==> src/rtl/nibble_bus_target.sv <==
// Target for the nibble-wide multiplexed bus: decodes the two-phase
// address/data transfer and serves nibble reads and writes from a local register file.
module nibble_bus_target #(
    parameter int          DEPTH     = 16,
    parameter int          LOCAL_AW  = 8,
    parameter logic [11:0] BASE_ADDR = 12'h300,
    parameter logic [3:0]  MISS_DATA = 4'hF
) (
    input  logic       clk,
    input  logic       rst_n,
    input  logic       bus_sel,
    input  logic       bus_rw,
    input  logic [7:0] bus_pins,
    output logic [3:0] bus_data_out,
    output logic       bus_data_oe,
    output logic       bus_err,
    output logic       busy
);
    localparam logic [0:0] PH_A = 1'b0;
    localparam logic [0:0] PH_B = 1'b1;
    localparam int         IW   = (DEPTH > 1) ? $clog2(DEPTH) : 1;

    logic [0:0]            state_q, state_d;
    logic [7:0]            addr_hi_q, addr_hi_d;
    logic [DEPTH-1:0][3:0] mem_q, mem_d;
    logic [3:0]            dout_q, dout_d;
    logic                  oe_q, oe_d;
    logic                  err_q, err_d;

    logic [11:0]           addr;
    logic [LOCAL_AW-1:0]   idx;
    logic [IW-1:0]         mem_idx;
    logic                  upper_hit;
    logic                  hit;

    assign addr    = {addr_hi_q, bus_pins[7:4]};
    assign idx     = addr[LOCAL_AW-1:0];
    assign mem_idx = IW'(idx);

    generate
        if (LOCAL_AW < 12) begin : g_upper
            assign upper_hit = (addr[11:LOCAL_AW] == BASE_ADDR[11:LOCAL_AW]);
        end else begin : g_no_upper
            assign upper_hit = 1'b1;
        end
    endgenerate

    // Index range check covers non-power-of-two DEPTH.
    assign hit = upper_hit && (32'(idx) < 32'(DEPTH));

    always_comb begin
        state_d   = state_q;
        addr_hi_d = addr_hi_q;
        mem_d     = mem_q;
        dout_d    = dout_q;
        oe_d      = 1'b0;
        err_d     = 1'b0;
        case (state_q)
            PH_A: begin
                if (bus_sel) begin
                    addr_hi_d = bus_pins;
                    state_d   = PH_B;
                end
            end
            PH_B: begin
                // Dropping bus_sel here aborts the transfer silently.
                state_d = PH_A;
                if (bus_sel) begin
                    if (bus_rw) begin
                        if (hit) mem_d[mem_idx] = bus_pins[3:0];
                        else     err_d = 1'b1;
                    end else if (hit) begin
                        dout_d = mem_q[mem_idx];
                        oe_d   = 1'b1;
                    end else begin
                        dout_d = MISS_DATA;
                        err_d  = 1'b1;
                    end
                end
            end
            default: state_d = PH_A;
        endcase
    end

    always_ff @(posedge clk) begin
        if (!rst_n) begin
            state_q   <= PH_A;
            addr_hi_q <= '0;
            mem_q     <= '0;
            dout_q    <= '0;
            oe_q      <= 1'b0;
            err_q     <= 1'b0;
        end else begin
            state_q   <= state_d;
            addr_hi_q <= addr_hi_d;
            mem_q     <= mem_d;
            dout_q    <= dout_d;
            oe_q      <= oe_d;
            err_q     <= err_d;
        end
    end

    assign bus_data_out = dout_q;
    assign bus_data_oe  = oe_q;
    assign bus_err      = err_q;
    assign busy         = (state_q == PH_B);
endmodule
==> config.mk <==
export PLATFORM = sky130hd
export DESIGN_NAME = nibble_bus_target
export DESIGN_NICKNAME = d
export VERILOG_FILES = /design/src/rtl/nibble_bus_target.sv
export SDC_FILE = /design/constraint.sdc
export NUM_CORES = 1
export LEC_CHECK = 0
export ABC_AREA = 1
export BUFFER_PORTS_ARGS = -buffer_cell sky130_fd_sc_hd__buf_2
export CORE_MARGIN = 4
export CORE_UTILIZATION = 23
export DETAILED_ROUTE_END_ITERATION = 8
export SYNTH_ARGS = -nofsm -noshare
export SYNTH_HDL_FRONTEND = slang
export SYNTH_SLANG_ARGS = --single-unit
==> constraint.sdc <==
create_clock -name clk -period 3.2 [get_ports clk]
set_input_delay 0.64 -clock clk [delete_from_list [all_inputs] [get_ports clk]]
set_output_delay 0.64 -clock clk [all_outputs]
set_load 0.005 [all_outputs]
**Word level (Yosys, flattened, before mapping)**

Index checks and enable logic that the tools add are counted.

- Flip-flop bits (word level): 79
- Bits of input ports: 12
- Output and inout port bits: 7
- Logic and storage cells: 46

- Magnitude comparators: 3
- Equal/unequal tests: 1
- Mux-type cells: 10
- Bitwise operators: 4
- Reductions and logical operators: 7

Operators with widths:

| kind | count |
|---|---|
| 64-bit bitwise mux | 1 |
| 4-bit binary-select mux with 4-bit select | 1 |
| 4-bit demux with 4-bit select | 1 |
| 4-bit two-way mux | 3 |
| 8-bit by 5-bit < comparator with 1-bit output, second input constant | 1 |
| 3-bit AND reduction | 2 |
| 4-bit by 5-bit < comparator with 1-bit output, second input constant | 1 |
| 4-bit by 2-bit equality test with 1-bit output, second input constant | 1 |
| 4-bit by 1-bit greater-or-equal comparator with 1-bit output, second input constant | 1 |
| 1-bit NOT | 4 |
| 4-bit AND reduction | 1 |
| 4-bit OR reduction | 1 |
| 1-bit two-way mux | 3 |
| 1-bit logical AND | 2 |
| 1-bit case mux with 2 select lines | 1 |
| 2-bit AND reduction | 1 |

**Depth between registers and ports, before layout**

Gate-level depths: netlist of run 1.

- Depth in word-level cells: 5
- Mapped depth: 10
- Mapped depth without buffers: 9

**Worst setup path after synthesis of run 1**

OpenSTA, ideal clock, no wires.

- Path kind: input -> register
- From: input rst_n
- To: register mem_q[20] (netlist name)
- Library setup time: 0.064 ns
- Arrival: 1.590 ns
- Required time: 3.136 ns
- Slack: 1.546 ns
- Stages on the path: 4
- Buffers on the path: 2
- Cell sequence: clkdlybuf4s50_2 clkbuf_1 nand2_1 nor2_1

RTL lines:

| what | RTL line | text |
|---|---|---|
| start: declaration | 10 | `input logic rst_n,` |
| end signal: assignment | 96 | `mem_q <= mem_d;` |
| end: declaration | 25 | `logic [DEPTH-1:0][3:0] mem_q, mem_d;` |

**Final worst setup path of run 1**

- From: input bus_sel
- To: register dout_q[1] (netlist: bus_data_out[1])

- Word-level cells in the longest chain between the ends: 1

Ends and longest elaborated chain:

| what | RTL line | text |
|---|---|---|
| start: declaration | 11 | `input logic bus_sel,` |
| 3-bit AND reduction (no source line) | -- |  |
| end signal: assignment | 97 | `dout_q <= dout_d;` |
| end: declaration | 26 | `logic [3:0] dout_q, dout_d;` |

Every way passes these cells.
A chain may end at the register's enable or synchronous reset.

==> impl_results.rst, run 1 <==
.. list-table::
   :header-rows: 1

   * - Metric
     - Value
   * - Outcome
     - complete, no violations
   * - Count of final max-slew check failures
     - 0
   * - Number of hold violations in the final report
     - 0
   * - Mapped cell area
     - 4330 um2
   * - Std cell rows
     - 49
   * - Metal1 wirelength
     - 5.12 mm
   * - Met3 WL post-DR
     - 451 um
   * - Max-capacitance violation count
     - 0
   * - Synth Area per Inst
     - 6.50 um2
   * - Final number of setup-violating endpoints
     - 0
   * - Slew at the pin with the worst max-slew slack
     - 0.792 ns
   * - Maximum number of pins on one net before global-route repair
     - 41
   * - Data arrival at the endpoint of the critical path
     - 2.18 ns
   * - Dpl hpwl
     - 6.67 mm
   * - Die Area
     - 21,100 um2
   * - CTS Hold Bufs
     - 0
   * - Final period util
     - 0.610
   * - Setup bufs post-CTS
     - 0
   * - Drt drc
     - 0
   * - Final total negative setup slack
     - 0 ns
   * - Number of clock buffers inserted by TritonCTS
     - 9
   * - Clock tree buffer depth
     - 2
   * - Startpoint of the lowest-slack register-to-register path
     - busy
   * - Clock Latency Late Sink
     - 0.34 ns
   * - Kind of critical path
     - in -> reg
   * - Leading cell type in the layout, fill and taps excluded
     - nand2_1
   * - Placer congestion estimate
     - 0.810
   * - Uppermost signal routing layer after detailed routing
     - met4
   * - Static leakage power
     - 0.00261 uW
   * - Maximum fanout along the worst path
     - 5
   * - Initial antenna violation count
     - 0
   * - Vias in the first global route
     - 3,393
   * - Critical Path Start
     - bus_sel
   * - First-pass GRT wire length
     - 17.2 mm
   * - Area added between synthesis and finish
     - 11.0%
   * - Clock H-tree levels
     - 3
   * - Vias per Instance
     - 4.04
   * - Clock Sinks
     - 79
   * - DRC marker count from the first detailed-route iteration
     - 275
   * - Unrepaired setup endpoints after global routing
     - no
   * - Worst-case headroom to the max-slew limit
     - 0.471
   * - HP Start
     - mem_q[2]
   * - Final routed wirelength across all metal layers
     - 10.1 mm
   * - Data required time of the worst path
     - 3.43 ns
   * - Path type of the worst min-delay path
     - reg -> reg
   * - CTS tree
     - yes
   * - Antenna Cells
     - 0
   * - Number of port buffers
     - 18
   * - Flip-flop and latch count after synthesis
     - 79
   * - Share of the yosys chip area belonging to registers
     - 0.365
   * - Worst Skew
     - 0.00599 ns
   * - Post-place setup slack
     - 0.939 ns
   * - Startpoint kind of the worst setup timing path
     - primary input
   * - Number of nets still failing antenna checks after routing
     - 0
   * - Number of nets produced by synthesis
     - 678
   * - Y dimension of the die
     - 145 um
   * - I/O pin count
     - 19
   * - 1st-pass router iterations
     - 4
   * - Post-CTS resize count
     - 0
   * - Clock input transition at the sequential cells of the worst setup and hold paths
     - 0.06 ns
   * - Netlist cell types
     - 24
   * - Root buffer selected by CTS
     - clkbuf_16
   * - Met2 Routed Length
     - 4.40 mm
   * - Kind of end point of the critical path
     - flip-flop
   * - Fraction of layout cells with a size suffix above 1
     - 0.0978
   * - Count of mapped cells out of synthesis
     - 666
   * - Congestion Overflow GR
     - 0
   * - Starting Density
     - 0.237
   * - Chip Width
     - 145 um
   * - F_max
     - 0.512 GHz
   * - Maximum vdd ir drop
     - 176 uV
   * - Global-route usage over all layers
     - 0.0989
   * - Total vias in the final route
     - 3,648
   * - Pwr per Cell Area
     - 457 nW/um2
   * - Total Nets Final
     - 682
   * - Area of the core
     - 18,300 um2
   * - Yosys warns
     - 0
   * - Drt wl/cell
     - 11.2 um
   * - Commonest cells after routing, fill and taps aside
     - nand2_1, nor2_1, dfxtp_1
   * - Post-route minimum period
     - 1.95 ns
   * - Setup slack of the critical path after layout
     - 1.25 ns
   * - Number of fillers in the final layout
     - 2,048
## path summary, 6_finish.rpt
kind | end | slack (ns) | cells after the start
max | bus_data_out[1] | 1.25 | 7
min | mem_q[2] | 0.51 | 4
max reg2reg | bus_data_out[1] | 1.27 | 6
min reg2reg | mem_q[2] | 0.51 | 4
## worst max-delay path: stages
cell and delay (ns):
buf_2 0.09, nand2_2 0.10, nor2_1 0.26, nor3b_1 0.70, nand2_1 0.12, nor2_1 0.21, nor2_1 0.06
## power by group
part	internal, uW	switching, uW	total, uW	leakage, uW
Clock	665	400	1070	0.000156
Sequential	994	5.69	1000	0.000639
Combinational	25.0	109	134	0.00181
## metal layers
metal,up-vias,global-route usage
met5,-,0
met4,0,0.0252
met3,9,0.0352
met2,52,0.151
met1,1610,0.133
li1,1977,-
## cell families (layout without fill, tap and decap cells)
group           count (synthesis)  in the layout  share of synthesized area
simple gates                  462            462                      0.488
buf+inv                       105            114                      0.124
compound gates                 20             20                     0.0231
flops                          79             79                      0.365
## Yosys cell counts (all sizes together)
cell / n / share of area
buf: 9 / 0.023
dfxtp: 79 / 0.37
nor3b: 1 / 0.0017
nor2: 180 / 0.17
inv: 78 / 0.069
o21ai: 16 / 0.018
clkdlybuf4s50: 1 / 0.0026
nand4: 16 / 0.079
clkbuf: 17 / 0.029
nand2: 259 / 0.23
nand3: 5 / 0.0069
nor3: 1 / 0.0012
a21oi: 4 / 0.0046
## sequential cells by signal, indices dropped and copies added (netlist names)
name          cells
bus_data_oe       1
bus_data_out      4
addr_hi_q         8
mem_q            64
bus_err           1
busy              1
## per-stage QoR
stage,hold slack [ns],instances,power (uW),instance area [um2],utilization
after floorplan,0.479,666,1130,4330,-
after global placement,0.495,888,1160,4500,0.246
after detailed placement,0.499,888,1160,4500,0.246
after CTS,0.510,904,2230,4810,0.263
after global routing,0.542,904,2290,4810,0.263
final,0.510,904,2200,4810,0.263
## final cells by class
| type | count | area (um2) | share of cell area |
|---|---|---|---|
| Inverter | 78 | 300 | 0.0624 |
| Timing Repair Buffer | 20 | 118 | 0.0245 |
| Sequential cell | 79 | 1580 | 0.329 |
| Multi-Input combinational cell | 482 | 2210 | 0.460 |
| Clock inverter | 3 | 40.0 | 0.00832 |
| Tap cell | 229 | 287 | 0.0596 |
| Clock buffer | 13 | 270 | 0.0562 |
(Power assumes the default switching activity.)
==> run 2: changes to the inputs <==
clock period = 1.95 ns   (was 3.2 ns; I/O delays follow)
==> run 2 against run 1 <==
Combinational power up 75%. Cell count up 0.66%. Hold slack worse by 0.098 ns. Die area unchanged. Sequential cell count unchanged. Critical path depth unchanged. Critical path type is now reg -> reg. Critical endpoint is now bus_data_out[2]. Largest power group is now sequential cells.
==> impl_results.rst, run 2 (synthesis gave the netlist of run 1 again) <==
.. list-table::
   :header-rows: 1

   * - Metric
     - Value
   * - Outcome
     - complete, no violations
   * - Worst-case headroom to the max-slew limit
     - 0.681 (+0.210)
   * - 1st-pass router iterations
     - 4 (unchanged)
   * - Number of hold violations in the final report
     - 0 (unchanged)
   * - Clock input transition at the sequential cells of the worst setup and hold paths
     - 0.06 ns (about the same)
   * - Clock tree buffer depth
     - 2 (unchanged)
   * - Number of clock buffers inserted by TritonCTS
     - 9 (unchanged)
   * - Utilization of the core after routing
     - 0.266 (+0.00294)
   * - Maximum number of pins on one net before global-route repair
     - 43 (+4.9%)
   * - Setup bufs post-CTS
     - 0 (unchanged)
   * - Total vias in the final route
     - 3,613 (-0.96%)
   * - Y dimension of the die
     - 145 um (unchanged)
   * - Initial antenna violation count
     - 0 (unchanged)
   * - Placer congestion estimate
     - 0.800 (-1.3%)
   * - Setup slack of the critical path after layout
     - 0.397 ns (-0.850 ns)
   * - Root buffer selected by CTS
     - clkbuf_16
   * - First-pass GRT wire length
     - 17.0 mm (-0.93%)
   * - Clock Latency Late Sink
     - 0.33 ns (about the same)
   * - Clock H-tree levels
     - 3 (unchanged)
   * - Final number of setup-violating endpoints
     - 0 (unchanged)
   * - Data arrival at the endpoint of the critical path
     - 1.77 ns (-0.41 ns)
   * - Post-CTS resize count
     - 0 (unchanged)
   * - Clock Sinks
     - 79 (unchanged)
   * - Starting Density
     - 0.237 (unchanged)
   * - Unrepaired setup endpoints after global routing
     - no
   * - Kind of critical path
     - reg -> reg
   * - Data required time of the worst path
     - 2.17 ns (-1.26 ns)
   * - Worst hold margin
     - 0.412 ns (-0.0983 ns)
   * - Static leakage power
     - 0.00264 uW (+1.2%)
   * - Final period util
     - 0.796
   * - Congestion Overflow GR
     - 0 (unchanged)
   * - Die Area
     - 21,100 um2 (unchanged)
   * - Total Nets Final
     - 691 (+1.3%)
   * - CTS tree
     - yes
   * - Vias in the first global route
     - 3,248 (-4.3%)
   * - Final total negative setup slack
     - 0 ns (unchanged)
   * - Count of final max-slew check failures
     - 0 (unchanged)
   * - Dpl hpwl
     - 6.93 mm (+4.0%)
   * - Post-route minimum period
     - 1.55 ns
   * - Startpoint kind of the worst setup timing path
     - flip-flop
   * - Global-route usage over all layers
     - 0.0986 (-0.000249)
   * - DRC marker count from the first detailed-route iteration
     - 253 (-8.0%)
   * - CTS Hold Bufs
     - 0 (unchanged)
   * - Drt wl/cell
     - 11.1 um (-0.58%)
   * - Area added between synthesis and finish
     - 12.3%
   * - Vias per Instance
     - 3.97 (-1.6%)
   * - Max-capacitance violation count
     - 0 (unchanged)
   * - Flip-flop count of the largest register, all copies and words added
     - 64 (unchanged)
   * - Leading cell type in the layout, fill and taps excluded
     - nand2_1
   * - Number of nets still failing antenna checks after routing
     - 0 (unchanged)
   * - Drt drc
     - 0 (unchanged)
   * - Kind of end point of the critical path
     - flip-flop
   * - Maximum vdd ir drop
     - 305 uV (+73%)
   * - Final routed wirelength across all metal layers
     - 10.1 mm (about the same)
   * - F_max
     - 0.644 GHz
   * - Path type of the worst min-delay path
     - in -> reg
   * - Commonest cells after routing, fill and taps aside
     - nand2_1, nor2_1, dfxtp_1
   * - Std cell rows
     - 49 (unchanged)
   * - Area of the core
     - 18,300 um2 (unchanged)
   * - Slew at the pin with the worst max-slew slack
     - 0.479 ns (-0.314 ns)
   * - Fraction of layout cells with a size suffix above 1
     - 0.107 (+0.00942)
   * - Antenna Cells
     - 0 (unchanged)
   * - Number of port buffers
     - 18 (unchanged)
   * - Maximum fanout along the worst path
     - 5 (unchanged)
   * - Worst Skew
     - 0.00640 ns (+0.000415 ns)
   * - I/O pin count
     - 19 (unchanged)
   * - Post-place setup slack
     - 0.247 ns (-0.692 ns)
   * - Pwr per Cell Area
     - 706 nW/um2 (+54%)
   * - Register with the most flip-flops
     - mem_q
   * - Chip Width
     - 145 um (unchanged)
## run 2: cell types whose count changed in the layout (fill, tap and decap cells not counted), sizes merged
cell	delta
buf	+9
bufinv	-1
clkinv	-1
clkbuf	-1
## run 2: path summary, 6_finish.rpt
kind | start | end | slack, ns | cells past startpoint
worst max register to register | busy | bus_data_out[2] | 0.40 | 7
worst max-delay path | busy | bus_data_out[2] | 0.40 | 7
worst min register to register | mem_q[11] | mem_q[11] | 0.51 | 4
worst min-delay path | bus_sel | bus_err | 0.41 | 3
## run 2: power by group
part | leakage (uW) | switching [uW] | internal [uW]
Clock | 0.000136 | 615 | 942
Sequential | 0.000639 | 8.73 | 1630
Combinational | 0.00186 | 182 | 52.3
## run 2: per-layer routing
| metal | global-route usage | wire length [um] |
|---|---|---|
| met2 | 0.149 | 4440 |
| met1 | 0.138 | 5000 |
| met3 | 0.0268 | 565 |
| met4 | 0.0299 | 87 |
| met5 | 0 | 0 |
## run 2: area by class of cell
type	instances	area [um2]
Clock buffer	12	267
Clock inverter	1	5.00
Sequential cell	79	1580
Tap cell	229	287
Multi-Input combinational cell	482	2210
Timing Repair Buffer	29	210
Inverter	78	300
Fill cell	2034	13400
## run 2: stage by stage
step | instances | instance area (um2) | total power, uW
6_report | 910 | 4860 | 3430
5_1_grt | 910 | 4860 | 3580
4_1_cts | 910 | 4860 | 3490
3_5_place_dp | 897 | 4590 | 1910
3_3_place_gp | 897 | 4590 | 1910
2_1_floorplan | 666 | 4330 | 1850
## run 2: worst max-delay path, cell delays in order (launching register included)
cell and delay [ns]:
dfxtp_1 0.35, nand2_2 0.11, nor2_1 0.24, nor3b_1 0.26
buf_4 0.19, nand2_1 0.06, nor2_1 0.18, nor2_1 0.05
